$ cat src/rtl/dac_pkg.sv
// Shared types and constants for the DAC SPI arbitration path.
// Latency: n/a (declarations only).
// Backpressure: n/a (declarations only).
package dac_pkg;

    localparam int DAC_WORD_W = 24;
    typedef logic [DAC_WORD_W-1:0] dac_word_t;

    // Arbiter FSM states.
    typedef enum logic [2:0] {
        ST_INIT_LOAD = 3'd0,
        ST_IDLE      = 3'd1,
        ST_SEND      = 3'd2,
        ST_WAIT_BUSY = 3'd3,
        ST_WAIT_DONE = 3'd4
    } dac_state_t;

    // DAC command bytes (upper 8 bits of a 24-bit word).
    localparam logic [7:0] DAC_CMD_WR_UPD_A = 8'h31;
    localparam logic [7:0] DAC_CMD_WR_UPD_B = 8'h32;
    localparam logic [7:0] DAC_CMD_POWER    = 8'h20;
    localparam logic [7:0] DAC_CMD_RESET    = 8'h28;
    localparam logic [7:0] DAC_CMD_REF      = 8'h38;

    // Power-up sequence: software reset, internal reference on, all channels up.
    localparam dac_word_t DAC_INIT_WORD_0 = {DAC_CMD_RESET, 16'h0001};
    localparam dac_word_t DAC_INIT_WORD_1 = {DAC_CMD_REF,   16'h0001};
    localparam dac_word_t DAC_INIT_WORD_2 = {DAC_CMD_POWER, 16'h0000};
    localparam dac_word_t DAC_INIT_WORD_3 = 24'h000000;

    // Builds a DAC word from a command byte and a 16-bit payload.
    function automatic dac_word_t dac_make_word(input logic [7:0] cmd, input logic [15:0] code);
        return {cmd, code};
    endfunction

endpackage

$ cat src/rtl/dac_init_rom.sv
// Init-word lookup: maps the init sequence index to one of four parameter words.
// Latency: combinational, zero cycles.
// Backpressure: none; output follows idx directly.
// Ports: idx (2-bit sequence index) -> word (24-bit DAC init word).
module dac_init_rom
    import dac_pkg::*;
#(
    parameter dac_word_t INIT_WORD_0 = DAC_INIT_WORD_0,
    parameter dac_word_t INIT_WORD_1 = DAC_INIT_WORD_1,
    parameter dac_word_t INIT_WORD_2 = DAC_INIT_WORD_2,
    parameter dac_word_t INIT_WORD_3 = DAC_INIT_WORD_3
) (
    input  logic [1:0] idx,
    output dac_word_t  word
);

    always_comb begin
        word = INIT_WORD_0;
        case (idx)
            2'd0: word = INIT_WORD_0;
            2'd1: word = INIT_WORD_1;
            2'd2: word = INIT_WORD_2;
            2'd3: word = INIT_WORD_3;
            default: word = INIT_WORD_0;
        endcase
    end

endmodule

$ cat src/rtl/dac_spi_arbiter.sv
// Shares one 24-bit DAC SPI serializer between the sample path and the control path,
// after first replaying a fixed power-up init sequence.
// Latency: grant/ack on the edge a request is seen in IDLE with the serializer ready;
//          o_DAC_Send rises one cycle later; at least 4 cycles per word plus serializer time.
// Backpressure: requests are held until acked; no grant while i_DAC_Ready is low; samples win
//               over control except after STARVE_LIMIT consecutive sample grants.
// Ports: i_Clock/i_Reset (sync, active high); i_Sample_Req/i_Sample_Data/o_Sample_Ack;
//        i_Ctrl_Req/i_Ctrl_Data/o_Ctrl_Ack; o_DAC_Data/o_DAC_Send/i_DAC_Ready to the serializer;
//        o_Init_Done, o_Busy, o_Timeout (sticky) status.
module dac_spi_arbiter
    import dac_pkg::*;
#(
    parameter int          INIT_COUNT     = 3,
    parameter dac_word_t   INIT_WORD_0    = DAC_INIT_WORD_0,
    parameter dac_word_t   INIT_WORD_1    = DAC_INIT_WORD_1,
    parameter dac_word_t   INIT_WORD_2    = DAC_INIT_WORD_2,
    parameter dac_word_t   INIT_WORD_3    = DAC_INIT_WORD_3,
    parameter int          STARVE_LIMIT   = 4,
    parameter logic [15:0] TIMEOUT_CYCLES = 16'd2000
) (
    input  logic        i_Clock,
    input  logic        i_Reset,
    input  logic        i_Sample_Req,
    input  logic [23:0] i_Sample_Data,
    output logic        o_Sample_Ack,
    input  logic        i_Ctrl_Req,
    input  logic [23:0] i_Ctrl_Data,
    output logic        o_Ctrl_Ack,
    output logic [23:0] o_DAC_Data,
    output logic        o_DAC_Send,
    input  logic        i_DAC_Ready,
    output logic        o_Init_Done,
    output logic        o_Busy,
    output logic        o_Timeout
);

    // Wide enough to hold STARVE_LIMIT itself (and never zero bits wide).
    localparam int             STARVE_W   = $clog2(STARVE_LIMIT + 2);
    localparam logic [STARVE_W-1:0] STARVE_MAX = STARVE_W'(STARVE_LIMIT);
    localparam bit             SKIP_INIT  = (INIT_COUNT == 0);

    dac_state_t          state;
    logic [1:0]          init_idx;
    logic [STARVE_W-1:0] starve_cnt;
    logic [15:0]         timer;
    dac_word_t           rom_word;

    // Where a finished (or timed-out) word takes the FSM next.
    logic                timer_expired;
    logic                last_init;
    dac_state_t          done_state;
    logic [1:0]          done_idx;
    logic                done_init;

    dac_init_rom #(
        .INIT_WORD_0 (INIT_WORD_0),
        .INIT_WORD_1 (INIT_WORD_1),
        .INIT_WORD_2 (INIT_WORD_2),
        .INIT_WORD_3 (INIT_WORD_3)
    ) u_init_rom (
        .idx  (init_idx),
        .word (rom_word)
    );

    assign o_Busy = (state != ST_IDLE);

    always_comb begin
        timer_expired = (timer >= (TIMEOUT_CYCLES - 16'd1));
        last_init     = (int'(init_idx) == (INIT_COUNT - 1));
        done_state    = ST_IDLE;
        done_idx      = init_idx;
        done_init     = o_Init_Done;
        // o_Init_Done low means the word just finished belongs to the init sequence.
        if (!o_Init_Done) begin
            if (last_init) begin
                done_init = 1'b1;
            end else begin
                done_idx   = init_idx + 2'd1;
                done_state = ST_INIT_LOAD;
            end
        end
    end

    always_ff @(posedge i_Clock) begin
        if (i_Reset) begin
            state        <= SKIP_INIT ? ST_IDLE : ST_INIT_LOAD;
            init_idx     <= 2'd0;
            starve_cnt   <= '0;
            timer        <= 16'd0;
            o_DAC_Data   <= '0;
            o_DAC_Send   <= 1'b0;
            o_Sample_Ack <= 1'b0;
            o_Ctrl_Ack   <= 1'b0;
            o_Init_Done  <= SKIP_INIT;
            o_Timeout    <= 1'b0;
        end else begin
            // Acks are single-cycle pulses.
            o_Sample_Ack <= 1'b0;
            o_Ctrl_Ack   <= 1'b0;

            case (state)
                ST_INIT_LOAD: begin
                    if (i_DAC_Ready) begin
                        o_DAC_Data <= rom_word;
                        state      <= ST_SEND;
                    end
                end

                ST_IDLE: begin
                    if (i_DAC_Ready) begin
                        if (i_Ctrl_Req && (!i_Sample_Req || (starve_cnt >= STARVE_MAX))) begin
                            o_DAC_Data <= i_Ctrl_Data;
                            o_Ctrl_Ack <= 1'b1;
                            starve_cnt <= '0;
                            state      <= ST_SEND;
                        end else if (i_Sample_Req) begin
                            o_DAC_Data   <= i_Sample_Data;
                            o_Sample_Ack <= 1'b1;
                            // Only count sample wins that actually held off a control word.
                            starve_cnt   <= i_Ctrl_Req ? (starve_cnt + 1'b1) : '0;
                            state        <= ST_SEND;
                        end else begin
                            starve_cnt <= '0;
                        end
                    end
                end

                ST_SEND: begin
                    o_DAC_Send <= 1'b1;
                    timer      <= 16'd0;
                    state      <= ST_WAIT_BUSY;
                end

                ST_WAIT_BUSY: begin
                    if (!i_DAC_Ready) begin
                        o_DAC_Send <= 1'b0;
                        timer      <= 16'd0;
                        state      <= ST_WAIT_DONE;
                    end else if (timer_expired) begin
                        // Serializer never took the word: give up on it and move on.
                        o_DAC_Send  <= 1'b0;
                        o_Timeout   <= 1'b1;
                        state       <= done_state;
                        init_idx    <= done_idx;
                        o_Init_Done <= done_init;
                    end else begin
                        timer <= timer + 16'd1;
                    end
                end

                ST_WAIT_DONE: begin
                    if (i_DAC_Ready) begin
                        state       <= done_state;
                        init_idx    <= done_idx;
                        o_Init_Done <= done_init;
                    end else if (timer_expired) begin
                        o_Timeout   <= 1'b1;
                        state       <= done_state;
                        init_idx    <= done_idx;
                        o_Init_Done <= done_init;
                    end else begin
                        timer <= timer + 16'd1;
                    end
                end

                default: state <= ST_IDLE;
            endcase
        end
    end

endmodule

$ cat config.mk
export PLATFORM = sky130hd
export DESIGN_NAME = dac_spi_arbiter
export DESIGN_NICKNAME = d
export VERILOG_FILES = /design/src/rtl/dac_pkg.sv /design/src/rtl/dac_init_rom.sv /design/src/rtl/dac_spi_arbiter.sv
export SDC_FILE = /design/constraint.sdc
export NUM_CORES = 1
export LEC_CHECK = 0
export ABC_AREA = 1
export BUFFER_PORTS_ARGS = -buffer_cell sky130_fd_sc_hd__buf_2
export CORE_MARGIN = 2
export CORE_UTILIZATION = 47
export DETAILED_ROUTE_END_ITERATION = 8
export PLACE_DENSITY = 0.86
export SLEW_MARGIN = 0
export SYNTH_ARGS = -nofsm -noshare
export SYNTH_HDL_FRONTEND = slang
export SYNTH_SLANG_ARGS = --single-unit
$ cat constraint.sdc
create_clock -name i_Clock -period 1.5 [get_ports i_Clock]
set_input_delay 0.075 -clock i_Clock [delete_from_list [all_inputs] [get_ports i_Clock]]
set_output_delay 0.075 -clock i_Clock [all_outputs]
set_load 0.005 [all_outputs]
## Word-level counts from Yosys, hierarchy flattened

Cells that the tools add are included.

| word-level totals | value |
|---|---|
| register bits after elaboration | 53 |
| output and inout bits | 30 |
| logic and storage cells | 94 |

| operators by class | value |
|---|---|
| bitwise gates (word level) | 2 |
| add/sub/neg operators | 3 |
| multiplexer cells | 44 |
| order comparisons | 2 |
| reduce and logical (&&, ||, !) cells | 18 |
| eq/ne operators | 15 |

Operators with widths:

| cell | count |
|---|---|
| 24-bit 2-to-1 mux | 4 |
| 24-bit case mux with 4 select lines | 1 |
| 16-bit 2-to-1 mux | 3 |
| 16-bit case mux with 3 select lines | 1 |
| 24-bit case mux with 2 select lines | 1 |
| 3-bit 2-to-1 mux | 10 |
| 16-bit by 1-bit adder with 16-bit output, second input constant | 1 |
| 16-bit by 11-bit >= comparator with 1-bit output, second input constant | 1 |
| 3-bit case mux with 5 select lines | 1 |
| 1-bit 2-to-1 mux | 14 |
| 2-bit 2-to-1 mux | 5 |
| 2-bit != test, second input constant | 4 |
| 2-bit AND reduction | 4 |
| 2-bit equality test, second input constant | 3 |
| 3-bit by 2-bit equality test with 1-bit output, second input constant | 2 |
| 3-bit != test, second input constant | 2 |
| 1-bit case mux with 2 select lines | 3 |
| 3-bit AND reduction | 2 |
| 2-bit nonzero test | 3 |
| 2-bit case mux with 2 select lines | 1 |
| 4-bit AND reduction | 1 |
| 4-bit OR reduction | 1 |
| 3-bit by 1-bit adder with 3-bit output, second input constant | 1 |
| 3-bit by 1-bit equality test with 1-bit output, second input constant | 1 |
| 13 further kinds | 14 |

## Longest topological paths before layout

| logic depth | value |
|---|---|
| word-level depth | 6 |
| gate-level depth with buffers | 10 |

## By module

From an unflattened synthesis, not the netlist that was laid out.

| unflattened totals | value |
|---|---|
| cell total of the unflattened synthesis | 403 |
| area, all modules | 2,847.7 um^2 |

By module, submodules not included:

| module | cells each | instances | seq. area each (um^2) | area an instance (um^2) |
|---|---|---|---|---|
| dac_spi_arbiter | 377 | 1 | 1,061.0 | 2,668.8 |
| dac_init_rom | 26 | 1 | 0.0 | 178.9 |

## Least setup slack after synthesis

No wires, ideal clock.

| timing | value |
|---|---|
| path type | register -> register |
| start | register timer[0] |
| end | register timer[1] |
| period minus slack after synthesis | 1,457 ps |
| data required time | 1,383 ps |
| setup time | 117 ps |
| slack | 43 ps |
| arrival time | 1,339 ps |
| stages on the path, launching flop included | 8 |
| cell sequence | dfxtp_1 ha_1 nand3_1 nand2_1 a21oi_2 nand2_1 o21ai_0 nor2_1 |

| between the ends | value |
|---|---|
| word-level cells in the longest chain between the ends | 4 |

Ends and longest elaborated chain:

| item | RTL line | text |
|---|---|---|
| start: declaration | dac_spi_arbiter.sv:45 | `logic [15:0] timer;` |
| start signal: assignment | dac_spi_arbiter.sv:147 | `timer <= timer + 16'd1;` |
| start signal: assignment | dac_spi_arbiter.sv:162 | `timer <= timer + 16'd1;` |
| 16-bit by 1-bit adder with 16-bit output / 16-bit by 11-bit >= comparator with 1-bit output (equally long branches) | dac_spi_arbiter.sv:147, dac_spi_arbiter.sv:162, dac_spi_arbiter.sv:68 |  |
| 16-bit 2-to-1 mux * | dac_spi_arbiter.sv:139, dac_spi_arbiter.sv:156 |  |
| 16-bit 2-to-1 mux (on tied branches) | dac_spi_arbiter.sv:152, dac_spi_arbiter.sv:135 |  |
| 16-bit case mux with 3 select lines * | dac_spi_arbiter.sv:101 | `case (state)` |

Every way passes the cells marked *; elsewhere a longest branch is shown, timed or not. The select of a mux whose other input is x is not followed.
A chain may end at the register's enable or synchronous reset.

## Worst setup path in the final report

| timing | value |
|---|---|
| start | register state[0] |
| end | output o_Busy |

| between the ends | value |
|---|---|
| word-level cells in the longest chain between the ends | 1 |

Ends and longest elaborated chain:

| item | RTL line | text |
|---|---|---|
| start: declaration | dac_spi_arbiter.sv:42 | `dac_state_t state;` |
| start signal: assignment | dac_spi_arbiter.sv:86 | `state <= SKIP_INIT ? ST_IDLE : ST_INIT_LOAD;` |
| start signal: assignment | dac_spi_arbiter.sv:143 | `state <= done_state;` |
| start signal: assignment | dac_spi_arbiter.sv:153 | `state <= done_state;` |
| 3-bit by 1-bit != test with 1-bit output | dac_spi_arbiter.sv:65 | `assign o_Busy = (state != ST_IDLE);` |
| end: declaration | dac_spi_arbiter.sv:33 | `output logic o_Busy,` |

Every way passes these cells.

==> results_dict.tcl <==
set metrics [dict create \
    status "complete, no violations" \
    p_total_w 0.00310 \
    synth_largest_area_cell "dfxtp_1" \
    drc 0 \
    grt_max_degree 45 \
    synthTopCellsByCount "96 x nor2_1, 72 x nand2_1, 53 x dfxtp_1" \
    drt_iter0_markers 191 \
    synth_area_leaders "dfxtp_1 37%, nor2_1 13%, nand2_1 9.4%" \
    drtAntennaViolNets 0 \
    max-slew-margin-rel_pct 82.2 \
    criticalPathCategory "register to output port" \
    overflow 0 \
    synth_fp_nets 485 \
    yosys.area.top_type_share_pct 36.9 \
    crit_fanout 26 \
    r2r_slack_ns 0.09 \
    wirelength_mm 7.33 \
    cts_buffers 5 \
    worstReg2RegStart "state[1]" \
    power_leakage_nw 1.81 \
    ys_ff_latch 53 \
    first_pass_iters 4 \
    yosysWarnings 0 \
    yosys_most_used_dff "dfxtp_1" \
    cts.path.max_buffers 2 \
    final-hold-violation-count 0 \
    startpoint_type "register" \
    grt_pass1_vias 2887 \
    cp_common_cell "inv_2" \
    skew_ns 0.0123 \
    htreeDepth 2 \
    viasPerCell 5.22 \
    r2r_cells 8 \
    fin_crit_ns 1.43 \
    min_from "i_Ctrl_Req" \
    syn2layout_area_growth_pct 26.8 \
    peakVddDrop_uv 422 \
    clockRootBuffer "clkbuf_8" \
    drive_gt1_share_pct 32.7 \
    dieWidth_um 82.2 \
    worstPathRequired_ns 1.42 \
    core_mm2 0.00592 \
    timing.rr.end "timer[10]" \
    grt_pass1_wl_mm 12.1 \
    grt_use_total_pct 22.4 \
    rsz0062_at_grt "true" \
    worst_slew_pin_slew_ns 0.264 \
    io_pins 83 \
    synth-edff-count 0 \
    ys_seq_area_share_pct 36.9 \
    worstHoldPathCells 3 \
    drv_slew 0 \
    yosysUniqueCellTypes 34 \
    synthArstFlopShare_pct 0 \
    path_clk_slew_ns 0.10 \
    setup_viol 0 \
    hold_class "primary input to register" \
    cts_num_sinks 53 \
    syn_avg_cell_area_um2 6.75 \
    syn_inst 426 \
    initial_core_util_pct 48.6 \
    die_h_um 82.2 \
    post-route-period-util_pct 95.1 \
    crit_chain "inv_2, nor2_8, buf_12, inv_2, buf_2" \
    antenna_found_initial 0 \
    wl_per_cell_um 12.2 \
    endpoint_kind "output port" \
    netlist_area_mm2 0.00288 \
    max_freq_mhz 701 \
    powerDensity_mw_per_mm2 852 \
    routabilityCongestion 0.907 \
    port_buffers 82 \
    cp_slowest_cell "dfxtp_2" \
    final_net_count 582 \
    clkLatencyLatePin_ns 0.32 \
    slowest_delay_ns 0.42 \
    synth.most_common_cell "nor2_1" \
    n_antenna_cell 0 \
    n_fill_cell 539 \
    min_to "starve_cnt[0]" \
    crit_arrival_ns 1.35 \
    hpwl_mm 5.46 \
    core.rowCount 28 \
    utilization_pct 61.6 \
    cap_violations 0 \
    vias 3120 \
    cts_tree "yes" \
    dieArea_mm2 0.00676 \
]
-- layout make-up --
class,instances,area (um2),share of cell area (%)
Multi-Input combinational cell,309,1610,44.2
Sequential cell,53,1070,29.2
Timing Repair Buffer,104,592,16.2
Inverter,50,200,5.49
Tap cell,75,93.8,2.57
Clock buffer,6,72.6,1.99
Clock inverter,1,8.76,0.240
-- logic make-up (layout without fill, tap and decap cells) --
logic type	after synthesis	in the layout	synth area share (%)
AOI/OAI and AO/OA	87	87	18.5
buffers and inverters	64	161	9.40
adders and majority gates	6	6	2.61
and+or+nand+nor	216	216	32.6
DFF	53	53	36.9
-- worst max-delay path, delay by kind of cell, from the launching register on --
kind	cells	cell delay, ns
simple gates	1	0.14
buf+inv	4	0.47
flops	1	0.42
-- metal layers --
metal	GRT usage (%)	wire (um)	up-vias
met5	0	0	-
met4	7.17	106	0
met3	4.46	404	14
met2	40.1	3690	97
met1	26.6	3120	1447
li1	-	-	1562
-- per-stage QoR --
step                      setup slack (ns)  TNS (ns)  hold slack (ns)  cells  area (um2)
after global routing               -0.0310   -0.0315           0.0811    598        3640
after global placement              0.0419         0            0.378    588        3450
after CTS                        0.0000523         0           0.0639    595        3550
final                               0.0731         0           0.0666    598        3640
after detailed placement           -0.0341   -0.0774            0.393    588        3450
after floorplan                     0.0435         0            0.211    426        2880
-- power breakdown --
group          leakage [nW]  switching, W  internal, W
registers             0.434     0.0000552      0.00150
logic                  1.34      0.000448     0.000311
clock network        0.0412      0.000468     0.000325
total                  1.81      0.000972      0.00213
-- registers in the layout, summed over array words and instances, names as in the netlist --
name	flops
o_DAC_Send	1
o_Init_Done	1
starve_cnt	3
init_idx	2
o_Timeout	1
o_Ctrl_Ack	1
timer	16
o_DAC_Data	24
o_Sample_Ack	1
state	3
-- worst max path at each step --
stage | slack (ns) | from | endpoint | cells past startpoint
6_report | 0.07 | state[0] | o_Busy | 5
3_3_place_gp | 0.04 | timer[1] | timer[1] | 9
2_1_floorplan | 0.04 | timer[0] | timer[1] | 7
3_5_place_dp | -0.03 | timer[1] | timer[1] | 9
4_1_cts | 0.00005 | timer[0] | timer[10] | 9
5_1_grt | -0.03 | state[2] | timer[10] | 9
-- repair_timing --
action,4_1_cts,5_1_grt
endpoints found under the setup margin,9,29
pin swaps,0,7
cloned,0,0
hold buffers,0,0
setup buffers,0,3
gates resized for setup,4,22
-- cell usage in the layout, fill, tap and decap left out, types with 3 or more instances in the layout --
master    count
nor2_1       94
nor2_4        4
nand2_1      68
inv_2        14
ha_1          5
nand2_2       7
buf_4        20
o21ai_1      14
inv_1        33
nand3_1      27
dfxtp_2       4
o211a_1       3
clkbuf_8      5
dfxtp_1      49
nand3_2       3
a21oi_1      14
o21ai_2      16
buf_2        82
o21ai_0      31
Power figures use the tool's default switching activity.
